<file path="src/rtl/pattern_phase_mux.sv">
`default_nettype none
// ---------------------------------------------------------------------------
// pattern_phase_mux : programmable pattern slots, LSB-first word serialiser
// Revision 1.0
// ---------------------------------------------------------------------------
module pattern_phase_mux #(
  parameter int                      WIDTH     = 10,
  parameter int                      NCH       = 4,
  parameter int                      SELW      = 2,
  parameter logic [NCH*WIDTH-1:0]    INIT_PAT  = {10'b0101010101, 10'b1010101010,
                                                  10'b1111000011, 10'b1001011010},
  parameter int                      RESET_SEL = 0
) (
  input  logic             iclk,
  input  logic             irst,
  input  logic             ien,
  input  logic             iwr_en,
  input  logic [SELW-1:0]  iwr_addr,
  input  logic [WIDTH-1:0] iwr_data,
  input  logic [SELW-1:0]  isel,
  input  logic             isel_vld,
  output logic             osel_rdy,
  output logic [SELW-1:0]  oactive_sel,
  output logic [WIDTH-1:0] mux_out,
  output logic             oser,
  output logic             oword_start
);

  localparam int             c_cnt_w = (WIDTH > 1) ? $clog2(WIDTH) : 1;
  localparam logic [c_cnt_w-1:0] c_last = c_cnt_w'(WIDTH - 1);

  typedef enum logic [0:0] {
    ST_IDLE = 1'b0,
    ST_RUN  = 1'b1
  } state_t;

  state_t              r_state;
  logic [WIDTH-1:0]    r_slot [NCH];
  logic [SELW-1:0]     r_active;
  logic                r_pend_vld;
  logic [SELW-1:0]     r_pend_sel;
  logic                r_sel_rdy;
  logic [WIDTH-1:0]    r_mux;
  logic                r_ser;
  logic                r_word_start;
  logic [c_cnt_w-1:0]  r_cnt;

  logic                w_wr_ok;
  logic                w_sel_ok;
  logic                w_accept;
  logic                w_take_sel;
  logic [SELW-1:0]     w_next_sel;
  logic [WIDTH-1:0]    w_load_word;
  logic [c_cnt_w-1:0]  w_cnt_nxt;

  // Out-of-range slot numbers only exist when NCH is not a power of two.
  generate
    if ((1 << SELW) > NCH) begin : g_range_chk
      assign w_wr_ok  = (int'(iwr_addr) < NCH);
      assign w_sel_ok = (int'(isel) < NCH);
    end else begin : g_full_range
      assign w_wr_ok  = 1'b1;
      assign w_sel_ok = 1'b1;
    end
  endgenerate

  assign w_accept   = isel_vld & r_sel_rdy;
  assign w_take_sel = w_accept & w_sel_ok;

  // Pending request wins; in IDLE a fresh request applies without waiting.
  assign w_next_sel = r_pend_vld ? r_pend_sel :
                      ((r_state == ST_IDLE) && w_take_sel) ? isel : r_active;
  assign w_load_word = r_slot[w_next_sel];
  assign w_cnt_nxt   = r_cnt + 1'b1;

  always_ff @(posedge iclk) begin
    if (irst) begin
      for (int k = 0; k < NCH; k++) begin
        r_slot[k] <= INIT_PAT[k*WIDTH +: WIDTH];
      end
      r_state      <= ST_IDLE;
      r_active     <= SELW'(RESET_SEL);
      r_pend_vld   <= 1'b0;
      r_pend_sel   <= '0;
      r_sel_rdy    <= 1'b1;
      r_mux        <= '0;
      r_ser        <= 1'b0;
      r_word_start <= 1'b0;
      r_cnt        <= '0;
    end else begin
      if (iwr_en && w_wr_ok) begin
        r_slot[iwr_addr] <= iwr_data;
      end
      case (r_state)
        ST_IDLE: begin
          r_active   <= w_next_sel;
          r_pend_vld <= 1'b0;
          r_sel_rdy  <= 1'b1;
          r_cnt      <= '0;
          if (ien) begin
            r_state      <= ST_RUN;
            r_mux        <= w_load_word;
            r_ser        <= w_load_word[0];
            r_word_start <= 1'b1;
          end else begin
            r_ser        <= 1'b0;
            r_word_start <= 1'b0;
          end
        end
        ST_RUN: begin
          if (!ien) begin
            r_state      <= ST_IDLE;
            r_cnt        <= '0;
            r_ser        <= 1'b0;
            r_word_start <= 1'b0;
          end else if (r_cnt == c_last) begin
            r_active     <= w_next_sel;
            r_pend_vld   <= 1'b0;
            r_sel_rdy    <= 1'b1;
            r_mux        <= w_load_word;
            r_ser        <= w_load_word[0];
            r_word_start <= 1'b1;
            r_cnt        <= '0;
          end else begin
            r_cnt        <= w_cnt_nxt;
            r_ser        <= r_mux[w_cnt_nxt];
            r_word_start <= 1'b0;
          end
          // A request taken on a reload edge waits for the following boundary.
          if (w_take_sel) begin
            r_pend_vld <= 1'b1;
            r_pend_sel <= isel;
            r_sel_rdy  <= 1'b0;
          end
        end
        default: begin
          r_state <= ST_IDLE;
        end
      endcase
    end
  end

  assign osel_rdy    = r_sel_rdy;
  assign oactive_sel = r_active;
  assign mux_out     = r_mux;
  assign oser        = r_ser;
  assign oword_start = r_word_start;

endmodule
`default_nettype wire

</file>
<file path="config.mk">
export PLATFORM = sky130hd
export DESIGN_NAME = pattern_phase_mux
export DESIGN_NICKNAME = d
export VERILOG_FILES = /design/src/rtl/pattern_phase_mux.sv
export SDC_FILE = /design/constraint.sdc
export NUM_CORES = 1
export LEC_CHECK = 0
export CAP_MARGIN = 40
export CORE_ASPECT_RATIO = 0.8
export CORE_MARGIN = 2
export CORE_UTILIZATION = 30
export CTS_CLUSTER_DIAMETER = 50
export DETAILED_ROUTE_END_ITERATION = 8
export PLACE_DENSITY = 0.49
export SYNTH_ARGS = -nofsm -noshare
export SYNTH_HDL_FRONTEND = slang
export SYNTH_SLANG_ARGS = --single-unit
</file>
<file path="constraint.sdc">
create_clock -name iclk -period 2.4 [get_ports iclk]
set_clock_uncertainty 0.05 [all_clocks]
set_input_delay 0.36 -clock iclk [delete_from_list [all_inputs] [get_ports iclk]]
set_output_delay 0.36 -clock iclk [all_outputs]
set_load 0.01 [all_outputs]
</file>
# Yosys cells after proc, flatten, opt, wreduce, memory -nomap -nowiden
# Memory sizes are Yosys's and may differ from the RTL's.
# Index checks and enable logic that the tools add are counted.
# totals
out_inout_bits	15
memories	1
latch_bits	0
elab_cells	64
ramBits	40
romBits	0
in_bits	19
register_bits	23
# mem_list
memory	words	word_bits	read_ports	rd_ports_with_merged_regs	wr	line	text
r_slot	4	10	1	0	4	38	logic [WIDTH-1:0] r_slot [NCH];
# classes
shift	0
n_addsub	1
div_mod_pow	0
magnitude_cmp	1
n_bitwise	2
n_reduce_logical	6
n_mux	38
n_eq_ne	6
mul	0
# ops
cell	count
$mux W10	4
$pmux W10 S2	1
$mux W1	19
$mux W2	5
$reduce_or A10 Y1	1
$mux W4	2
$pmux W1 S2	4
$pmux W4 S2	1
$reduce_and A2 Y1	3
$lt A4 B5 Y1 const B	1
$add A4 B1 Y4 const B	1
$bmux W1 S4	1
$eq A4 B4 Y1 const B	1
$ne A2 B2 Y1 const B	2
$pmux W2 S2	1
$ne A3 B1 Y1 const B	1
$ne A3 B2 Y1 const B	1
$reduce_and A3 Y1	1
$ne A2 B1 Y1 const B	1
$and A1 B1 Y1	1
$logic_and A1 B1 Y1	1
$not A1 Y1	1

# Depth between registers and ports, before layout
# Gate-level depths: netlist of run 1.
# An unclocked memory read counts as a cell.
# depth
depth_word	8
mapped_depth	8
ltp_nobuf	7

# Worst setup path after synthesis of run 1
# Ideal clock, no wire load.
# synth_path
path_type	register to register
startpoint	register r_cnt[0]
endpoint	register r_mux[0], in the netlist mux_out[0]
stages_incl_launch_ff	7
synth_period_minus_slack_ns	1.752
required_time_ns	2.271
path_buffers	0
arrival_time_ns	1.623
slack_ns	0.648
path_cell_list	dfxtp_1 > ha_1 > nand2_1 > o21a_1 > nor2_1 > nand2_2 > o221ai_2
# synth_between
elab_chain_len	3
# synth_rtl
element	line	text
start: declaration	46	logic [c_cnt_w-1:0] r_cnt;
start signal: assignment	125	r_cnt <= w_cnt_nxt;
$eq A4 B4 Y1	116	end else if (r_cnt == c_last) begin
$ne A2 B1 Y1 (no source line)	n/a	
$reduce_and A3 Y1 (no source line)	n/a	
end signal: assignment	102	r_mux <= w_load_word;
end signal: assignment	120	r_mux <= w_load_word;
end: declaration	43	logic [WIDTH-1:0] r_mux;
# No other way between the ends.
# A chain may end at the register's enable or synchronous reset.

# Final worst setup path of run 1
# layout_path
startpoint	register r_cnt[1]
endpoint	register r_mux[7], in the netlist mux_out[7]
# Same word-level chain as after synthesis.

==> results list, run 1 <==
- Result of the run: finished, final reports clean
* Worst stage delay on the critical path: between 700 and 800 ps
- After clock tree synthesis, the repair step resized 0 gates.
* CTS Hold Buffers Added: 0
- Share of final-layout standard cells stronger than drive strength 1: between 15 and 20%
- Detailed placement ended at an HPWL of 4.11 mm.
- Number of antenna cells inserted: 0
- When the netlist entered floorplanning its net count stood at ~240.
- In the routed layout, each cell is associated on average with a via count of between 4 and 5.
- Worst reg2reg path endpoint: mux_out[7]
* Critical-path cell list: inv_1 -> ha_1 -> nand2_1 -> o21ai_0 -> a21oi_1 -> nand2_1 -> o221ai_2
- Counting flops and latches in the post-synthesis netlist gives 63.
- Clock Tree Buf Depth: 2
* Setup slack, reg-to-reg: between 400 and 500 ps
- In the routed design, unresolved DRC markers number 0.
* Worst R2R Path Depth: 7
- Setup repair after global routing left no endpoint under its margin.
* Final period utilization: between 80% and 90%
- Critical Path End: mux_out[7]
- The routed design has a little over 6 mm of wire.
- The max-slew violation count came to 0.
- In this design, the largest share of critical-path delay is due to compound AO/OA/AOI/OAI gates.
- The H-tree was split into 3 levels.
- Synth-to-layout area growth: 27.6%
- Die Width: between 100 and 150 um
* Final critical delay including setup and external delays: between 1500 and 2000 ps
* Worst-path cell with the longest stage delay: sky130_fd_sc_hd__a21oi_1
- Synthesized instance count: about 220
* DR WL/cell: 15.9 um
* Global-route wire length before repair: 9.72 mm
- The die covers 0.0102 mm2.
* Commonest cells after routing, fill and taps aside: sky130_fd_sc_hd__edfxtp_1 (40), sky130_fd_sc_hd__clkdlybuf4s50_1 (33), sky130_fd_sc_hd__nand2b_1 (24), sky130_fd_sc_hd__dfxtp_1 (23), sky130_fd_sc_hd__mux2i_1 (22)
- The most critical setup path has its startpoint at r_cnt[1].
- Setup violations remaining at the end of the flow were counted as 0.
- Worst Setup Path Type: flop to flop
* Max-Slew Margin vs Limit: roughly 45%
* Routed Antenna Nets: 0
* Global router's overall resource usage: between 10 and 15%
* Crit end category: flop
- TritonCTS built the clock tree.
* Placement Rows: 31
* Clock-pin slew of the registers on the worst-case setup and hold paths: 50 ps
* Leak Pwr: roughly 1.3 nW
- Timing-limited maximum frequency: between 0.5 and 0.6 GHz
- On the final layout, the worst hold slack is 448 ps.
* Vias after detailed routing: between 1500 and 2000
- The later pin in the worst-skew pair is clocked with a latency of 320 ps.
* Cell depth of the worst setup path: 7
- At the pin with the least slew margin, the transition time is around 820 ps.
- At the end of the flow the core is filled with cells to slightly below 40%.
* WP buf/inv: 1
* Data required, critical path: roughly 2600 ps
* Peak supply drop: a little over 0.0004 V
* Accumulated negative setup slack: 0 ps
* Worst Path Arrival: 2140 ps
- Across the run, the number of max-cap violations was 0.
- Synth cell types: 37
- The final layout contains 282 nets.
- Reg2Reg Launch Point: r_cnt[1]
- Number of setup buffers added after CTS: 0
- The total area inside the core boundary comes to 0.00911 mm2.
- The number of antenna violations at the first check in global routing is 0.
- Length of the first detailed-routing pass in iterations: 4
* Via count of the first global-routing pass: approximately 1700
- The worst hold path belongs to the class flop to flop.
* Average footprint of a synthesized cell: about 13 um2
* I/O pins: 34
- Sequential elements use about three fifths of the synthesized area.
- Maximum number of pins on one net before global-route repair: 22
- Count of warnings emitted by yosys: 0
- Number of buffer cells added on primary ports: 33
* Gr ovfl total: 0
- Detailed Route Iter0 Violations: 53
* CTS sink count: 63
* Post-synth design cell area: around 0.0028 mm2
- The tree is rooted in a sky130_fd_sc_hd__clkbuf_16.
- Power density over the cells: around 780 mW/mm2
- Type of origin of the critical path: flop
- The die is ~91 um tall.
* CTS buffer count: 9
- Cell seen most often among critical-path stages: sky130_fd_sc_hd__nand2_1
- The congestion estimate from routability-driven global placement came to 0.689.
* Max FO, Critical Path: 10
- The library cell used most frequently in the layout, excluding fill and tap cells, is sky130_fd_sc_hd__edfxtp_1.
- Starting density of the core: ~31%
* Final Hold Violating Endpoints: 0
## cells in the mapped netlist
cell type                  number  area share [%]
sky130_fd_sc_hd__nand2b_4       1            0.49
sky130_fd_sc_hd__clkbuf_1       4            0.53
sky130_fd_sc_hd__and2_0         1            0.22
sky130_fd_sc_hd__o21a_1         1            0.27
sky130_fd_sc_hd__o221ai_2      10             5.3
sky130_fd_sc_hd__edfxtp_1      40              42
sky130_fd_sc_hd__nor3b_1        2            0.53
sky130_fd_sc_hd__nand3_1        5            0.88
sky130_fd_sc_hd__a311o_1        1            0.35
sky130_fd_sc_hd__a21oi_1        7             1.2
sky130_fd_sc_hd__o21ai_0        2            0.35
sky130_fd_sc_hd__xnor2_1        1            0.31
sky130_fd_sc_hd__nor2b_1        3            0.66
sky130_fd_sc_hd__a221oi_2       1            0.53
sky130_fd_sc_hd__or2_2          3            0.66
sky130_fd_sc_hd__nor3_1         1            0.18
sky130_fd_sc_hd__and2_1        19             4.2
sky130_fd_sc_hd__mux2_4         2             1.1
sky130_fd_sc_hd__buf_2          1            0.18
sky130_fd_sc_hd__a211oi_1       2            0.53
sky130_fd_sc_hd__nand3b_1       1            0.27
sky130_fd_sc_hd__nand3b_4       1            0.71
sky130_fd_sc_hd__mux2_2         1            0.40
sky130_fd_sc_hd__nand4b_1       2            0.62
sky130_fd_sc_hd__a31o_2         1            0.31
sky130_fd_sc_hd__nand2_2        1            0.22
sky130_fd_sc_hd__dfxtp_1       23              16
sky130_fd_sc_hd__nand2b_1      24             5.3
sky130_fd_sc_hd__buf_6          2            0.79
sky130_fd_sc_hd__mux2i_1       22             7.8
sky130_fd_sc_hd__nand2_1       16             2.1
sky130_fd_sc_hd__xor2_1         1            0.31
sky130_fd_sc_hd__mux4_2         2             1.6
sky130_fd_sc_hd__buf_4          1            0.27
sky130_fd_sc_hd__nor2_1         8             1.1
sky130_fd_sc_hd__ha_1           2            0.88
sky130_fd_sc_hd__inv_1          2            0.27
## logic make-up (layout without fill, tap and decap cells)
kind of cell,count (synthesis),after routing,synth area share (%)
AOI/OAI and AO/OA,25,25,8.88
buffers and inverters,10,59,2.03
DFF,63,63,58.7
muxes,27,27,10.8
xor gates and xnor gates,2,2,0.618
adders and majority gates,2,2,0.883
and+or+nand+nor,88,88,18.1
## stage by stage
stage               worst slack (ps)  cell area [um2]  power, W  std cells
global route                     204             3610   0.00292        381
floorplan                        648             2830   0.00146        217
detailed placement               143             3330   0.00161        365
finish                           459             3610   0.00280        381
global placement                 171             3330   0.00161        365
CTS                              396             3610   0.00284        381
## power by group
group / internal (W) / total [W] / switching [W]
clock network: 0.000788 / 0.00122 / 0.000435
registers: 0.00123 / 0.00127 / 0.0000378
logic: 0.000158 / 0.000308 / 0.000149
## flip-flops by register name, indices dropped and copies added (netlist names)
signal and flops:
r_state 1, oser 1, r_slot 40, osel_rdy 1, r_pend_sel 2, oactive_sel 2
oword_start 1, r_cnt 4, mux_out 10, r_pend_vld 1
## worst min-delay path by stage
stage / from / endpoint / cells after the start
floorplan: r_pend_sel[1] / r_pend_sel[1] / 2
global placement: r_pend_sel[0] / r_pend_sel[0] / 2
detailed placement: r_pend_sel[0] / r_pend_sel[0] / 2
CTS: oactive_sel[1] / oactive_sel[1] / 2
global route: oactive_sel[1] / oactive_sel[1] / 2
finish: r_pend_sel[0] / r_pend_sel[0] / 2
## cell type report
class	count	area, um2
clock inverters	6	51.3
clock buffers	10	229
flip-flops and latches	63	1660
multi-input cells	144	1120
inverters	2	7.51
repair buffers	41	403
fillers	872	5500
well taps	115	144
## worst reg2reg max path: stages (launching register included)
cell	delay, ps
sky130_fd_sc_hd__dfxtp_1	350
sky130_fd_sc_hd__inv_1	50
sky130_fd_sc_hd__ha_1	200
sky130_fd_sc_hd__nand2_1	90
sky130_fd_sc_hd__o21ai_0	150
sky130_fd_sc_hd__a21oi_1	710
sky130_fd_sc_hd__nand2_1	180
sky130_fd_sc_hd__o221ai_2	90
## layer usage
layer,track usage [%],wire length (um)
met1,16.9,2990
met5,0,0
met3,5.91,320
met4,3.66,44
met2,19.3,2700
No activity file was read; power rests on OpenSTA's default activity.
==> run 2, diff against run 1 <==
- PLACE_DENSITY: 0.49 -> 0.51
- clock period: 2.4 -> 1.6 ns (I/O delays scaled with it)
==> run 2 against run 1 <==
The flow now finishes with violations (setup timing). Final cell count up 8.9%. Worst hold slack improved by 4.6 ps. Die area stayed put. Wire length grew 11%. Critical path depth fell by 2. Fmax increased by 18%. Core utilization is 5.4 points higher. Via count rose by 9.7%.
==> results list, run 2 (synthesis gave the netlist of run 1 again) <==
- The final weighted congestion of routability-driven global placement was 0.792 (+15%).
* Die area: 0.0102 mm2 (unchanged)
- The maximum VDD drop came to 0.000807 V (+97%).
- The count of cells along the worst register-to-register path is 5 (-2).
- Max-Slew Margin vs Limit: 79.1% (+34 points)
- The cell area after placement was 0.00363 mm2 (+8.9%).
* Root buffer selected by CTS: sky130_fd_sc_hd__clkbuf_16
* Synth-to-layout area growth: 45.0%
- The reported net switching power is 0.00100 W (+61%).
- The ratio of routed vias to standard cells was 4.60 (+0.71%).
* TritonCTS clock tree: built
- Number of cells traversed by the worst hold path: 2 (unchanged)
* Share of final-layout standard cells stronger than drive strength 1: 33.3% (+17 points)
- Clock-pin slew of the registers on the worst-case setup and hold paths: 50 ps (about the same)
- The count of max-cap constraint violations is 0 (unchanged).
* Net count, final: 316 (+12%)
* Power share of the clock group: 45.3% (+1.6 points)
- Int Power: 0.00360 W (+65%)
- Area of the core: 0.00911 mm2 (unchanged)
- The critical path required time is 1790 ps (-810 ps).
- The via count of the first global-routing pass came to 1944 (+11%).
- Final Hold Violating Endpoints: 0 (unchanged)
- The count of inserted antenna diode cells came to 0 (unchanged).
- Placement Rows: 31 (unchanged)
- The overall die width was 113 um (unchanged).
- Final period utilization: 102% (+22 points)
* Core utilization of the finished layout: 45.1% (+5.4 points)
- The number of buffers on the longest clock path is 2 (unchanged).
- The relative contribution of sequential cells to total power came to 41.5% (-3.8 points).
- Slack of the critical path: -37.7 ps (-497 ps)
- RSZ-0062 raised after global routing: true
- Global router's overall resource usage: 14.2% (+1.2 points)
* Leak Pwr: 1.54 nW (+21%)
- I/O pins: 34 (unchanged)
- Final wirelength: 6.72 mm (+11%)
- Relative contribution of combinational cells to total power: 13.3% (+2.3 points)
- CTS sink count: 63 (unchanged)
- DR WL/cell: 16.2 um (+1.9%)
- Starting density of the core: 31.1% (unchanged)
- Global-route wire length before repair: 10.7 mm (+9.9%)
- STA classifies the critical path startpoint as a flop.
- Maximum number of pins on one net before global-route repair: 14 (-36%)
- The final routed DRC violation total was 0 (unchanged).
- The height of the die is 90.9 um (unchanged).
- The number of nets with antenna violations after routing is 0 (unchanged).
* Commonest cells after routing, fill and taps aside: sky130_fd_sc_hd__edfxtp_1 (40), sky130_fd_sc_hd__buf_4 (33), sky130_fd_sc_hd__clkdlybuf4s50_1 (28), sky130_fd_sc_hd__nand2b_1 (24), sky130_fd_sc_hd__dfxtp_1 (20)
- The path class of the tightest hold or removal check is flop to flop.
- Insertion delay of the later-clocked pin in the worst-skew pair: 330 ps (about the same)
* Commonest non-fill, non-tap cell in the layout: sky130_fd_sc_hd__edfxtp_1
- Slew @ Worst Pin: 313 ps (-509 ps)
* Gr ovfl total: 0 (unchanged)
* Post-route standard cell area excluding fillers: 0.00411 mm2 (+14%)
- The max-slew violation count was 0 (unchanged).
- The worst setup path is captured at a flop.
* Count of final setup violators: 6 (+6)
- The total clock buffers created by CTS came to 9 (unchanged).
- Detailed Route Iter0 Violations: 94 (+77%)
- Violations in the final reports: setup timing
* Max FO, Critical Path: 6 (-4)
* Largest reg by FF count: r_slot
- The flow ran to the end, but the final reports show violations.
- Vias after detailed routing: 1911 (+9.7%)
- The internal reg-to-reg setup slack was -40 ps (-500 ps).
- The total half-perimeter wirelength after legalization and detailed placement came to 4.50 mm (+9.6%).
* Worst Path Arrival: 1830 ps (-310 ps)
- Length of the first detailed-routing pass in iterations: 4 (unchanged)
* Switching portion of total power: 21.8% (-0.44 points)
* Final critical delay including setup and external delays: 1640 ps (-303 ps)
- Timing-limited maximum frequency: 0.611 GHz (+18%)
- The count of port buffers added during placement came to 33 (unchanged).
- Power density over the cells: 1120 mW/mm2 (+44%)
- Maximum level of the CTS H-tree: 3 (unchanged)
- The number of flip-flops in the largest register was 40 (unchanged).
- Worst Setup Path Type: flop to flop
* Initial antenna violation count: 0 (unchanged)
[run 2: cell types whose count changed in the layout (fill, tap and decap cells not counted), moves of 5 or more]
| cell | before | now |
|---|---|---|
| sky130_fd_sc_hd__buf_12 | 1 | 6 |
| sky130_fd_sc_hd__buf_4 | 7 | 33 |
| sky130_fd_sc_hd__clkdlybuf4s50_1 | 33 | 28 |
| sky130_fd_sc_hd__mux2i_1 | 22 | 15 |
| sky130_fd_sc_hd__mux2i_2 | 0 | 7 |
[run 2: final timing paths]
path                       start              to
setup / recovery         r_state            oser
hold / removal    oactive_sel[1]  oactive_sel[1]
setup reg to reg         r_state            oser
hold reg to reg   oactive_sel[1]  oactive_sel[1]
[run 2: through the flow]
step / setup TNS (ps) / cells / power, W / setup slack (ps) / hold WS [ps]
after global placement: -11450 / 395 / 0.00251 / -429 / 431
final: -151 / 415 / 0.00460 / -37.7 / 453
after global routing: -764 / 415 / 0.00478 / -92.6 / 484
after CTS: -218 / 413 / 0.00463 / -27.8 / 448
after detailed placement: -12140 / 395 / 0.00251 / -455 / 439
after floorplan: -723 / 217 / 0.00219 / -69.1 / 334
[run 2: final cells by class]
class	count	area, um2
fillers	816	5010
repair buffers	74	726
flip-flops and latches	63	1670
multi-input cells	145	1230
well taps	115	144
inverters	2	7.51
clock buffers	11	243
clock inverters	5	81.3
[run 2: what timing repair did]
action	in CTS	in global routing
hold buffers	0	0
cloned	1	0
setup endpoints to repair	13	14
buffers inserted	1	2
pin swaps	0	3
resized for setup	16	15
[run 2: power by group through the flow]
stage,combinational [W],sequential [W],clock (W)
3_5_place_dp,0.000572,0.00194,0
4_1_cts,0.000592,0.00190,0.00213
2_1_floorplan,0.000263,0.00193,0
6_report,0.000610,0.00191,0.00208
3_3_place_gp,0.000567,0.00194,0
5_1_grt,0.000658,0.00192,0.00220
[run 2: metal layers]
| layer | GRT usage [%] | share of wire [%] | up-vias |
|---|---|---|---|
| met5 | 0 | 0 | - |
| met4 | 4.57 | 1.1 | 0 |
| met3 | 5.30 | 5.0 | 8 |
| met2 | 22.5 | 48 | 38 |
| met1 | 17.9 | 46 | 910 |
| li1 | - | - | 955 |
[run 2: worst max-delay path: stages (launching register included)]
cell and delay, ps:
sky130_fd_sc_hd__dfxtp_2 330, sky130_fd_sc_hd__nand3b_4 150, sky130_fd_sc_hd__mux2_4 300, sky130_fd_sc_hd__mux2_4 340, sky130_fd_sc_hd__and2_4 160, sky130_fd_sc_hd__a221oi_2 210
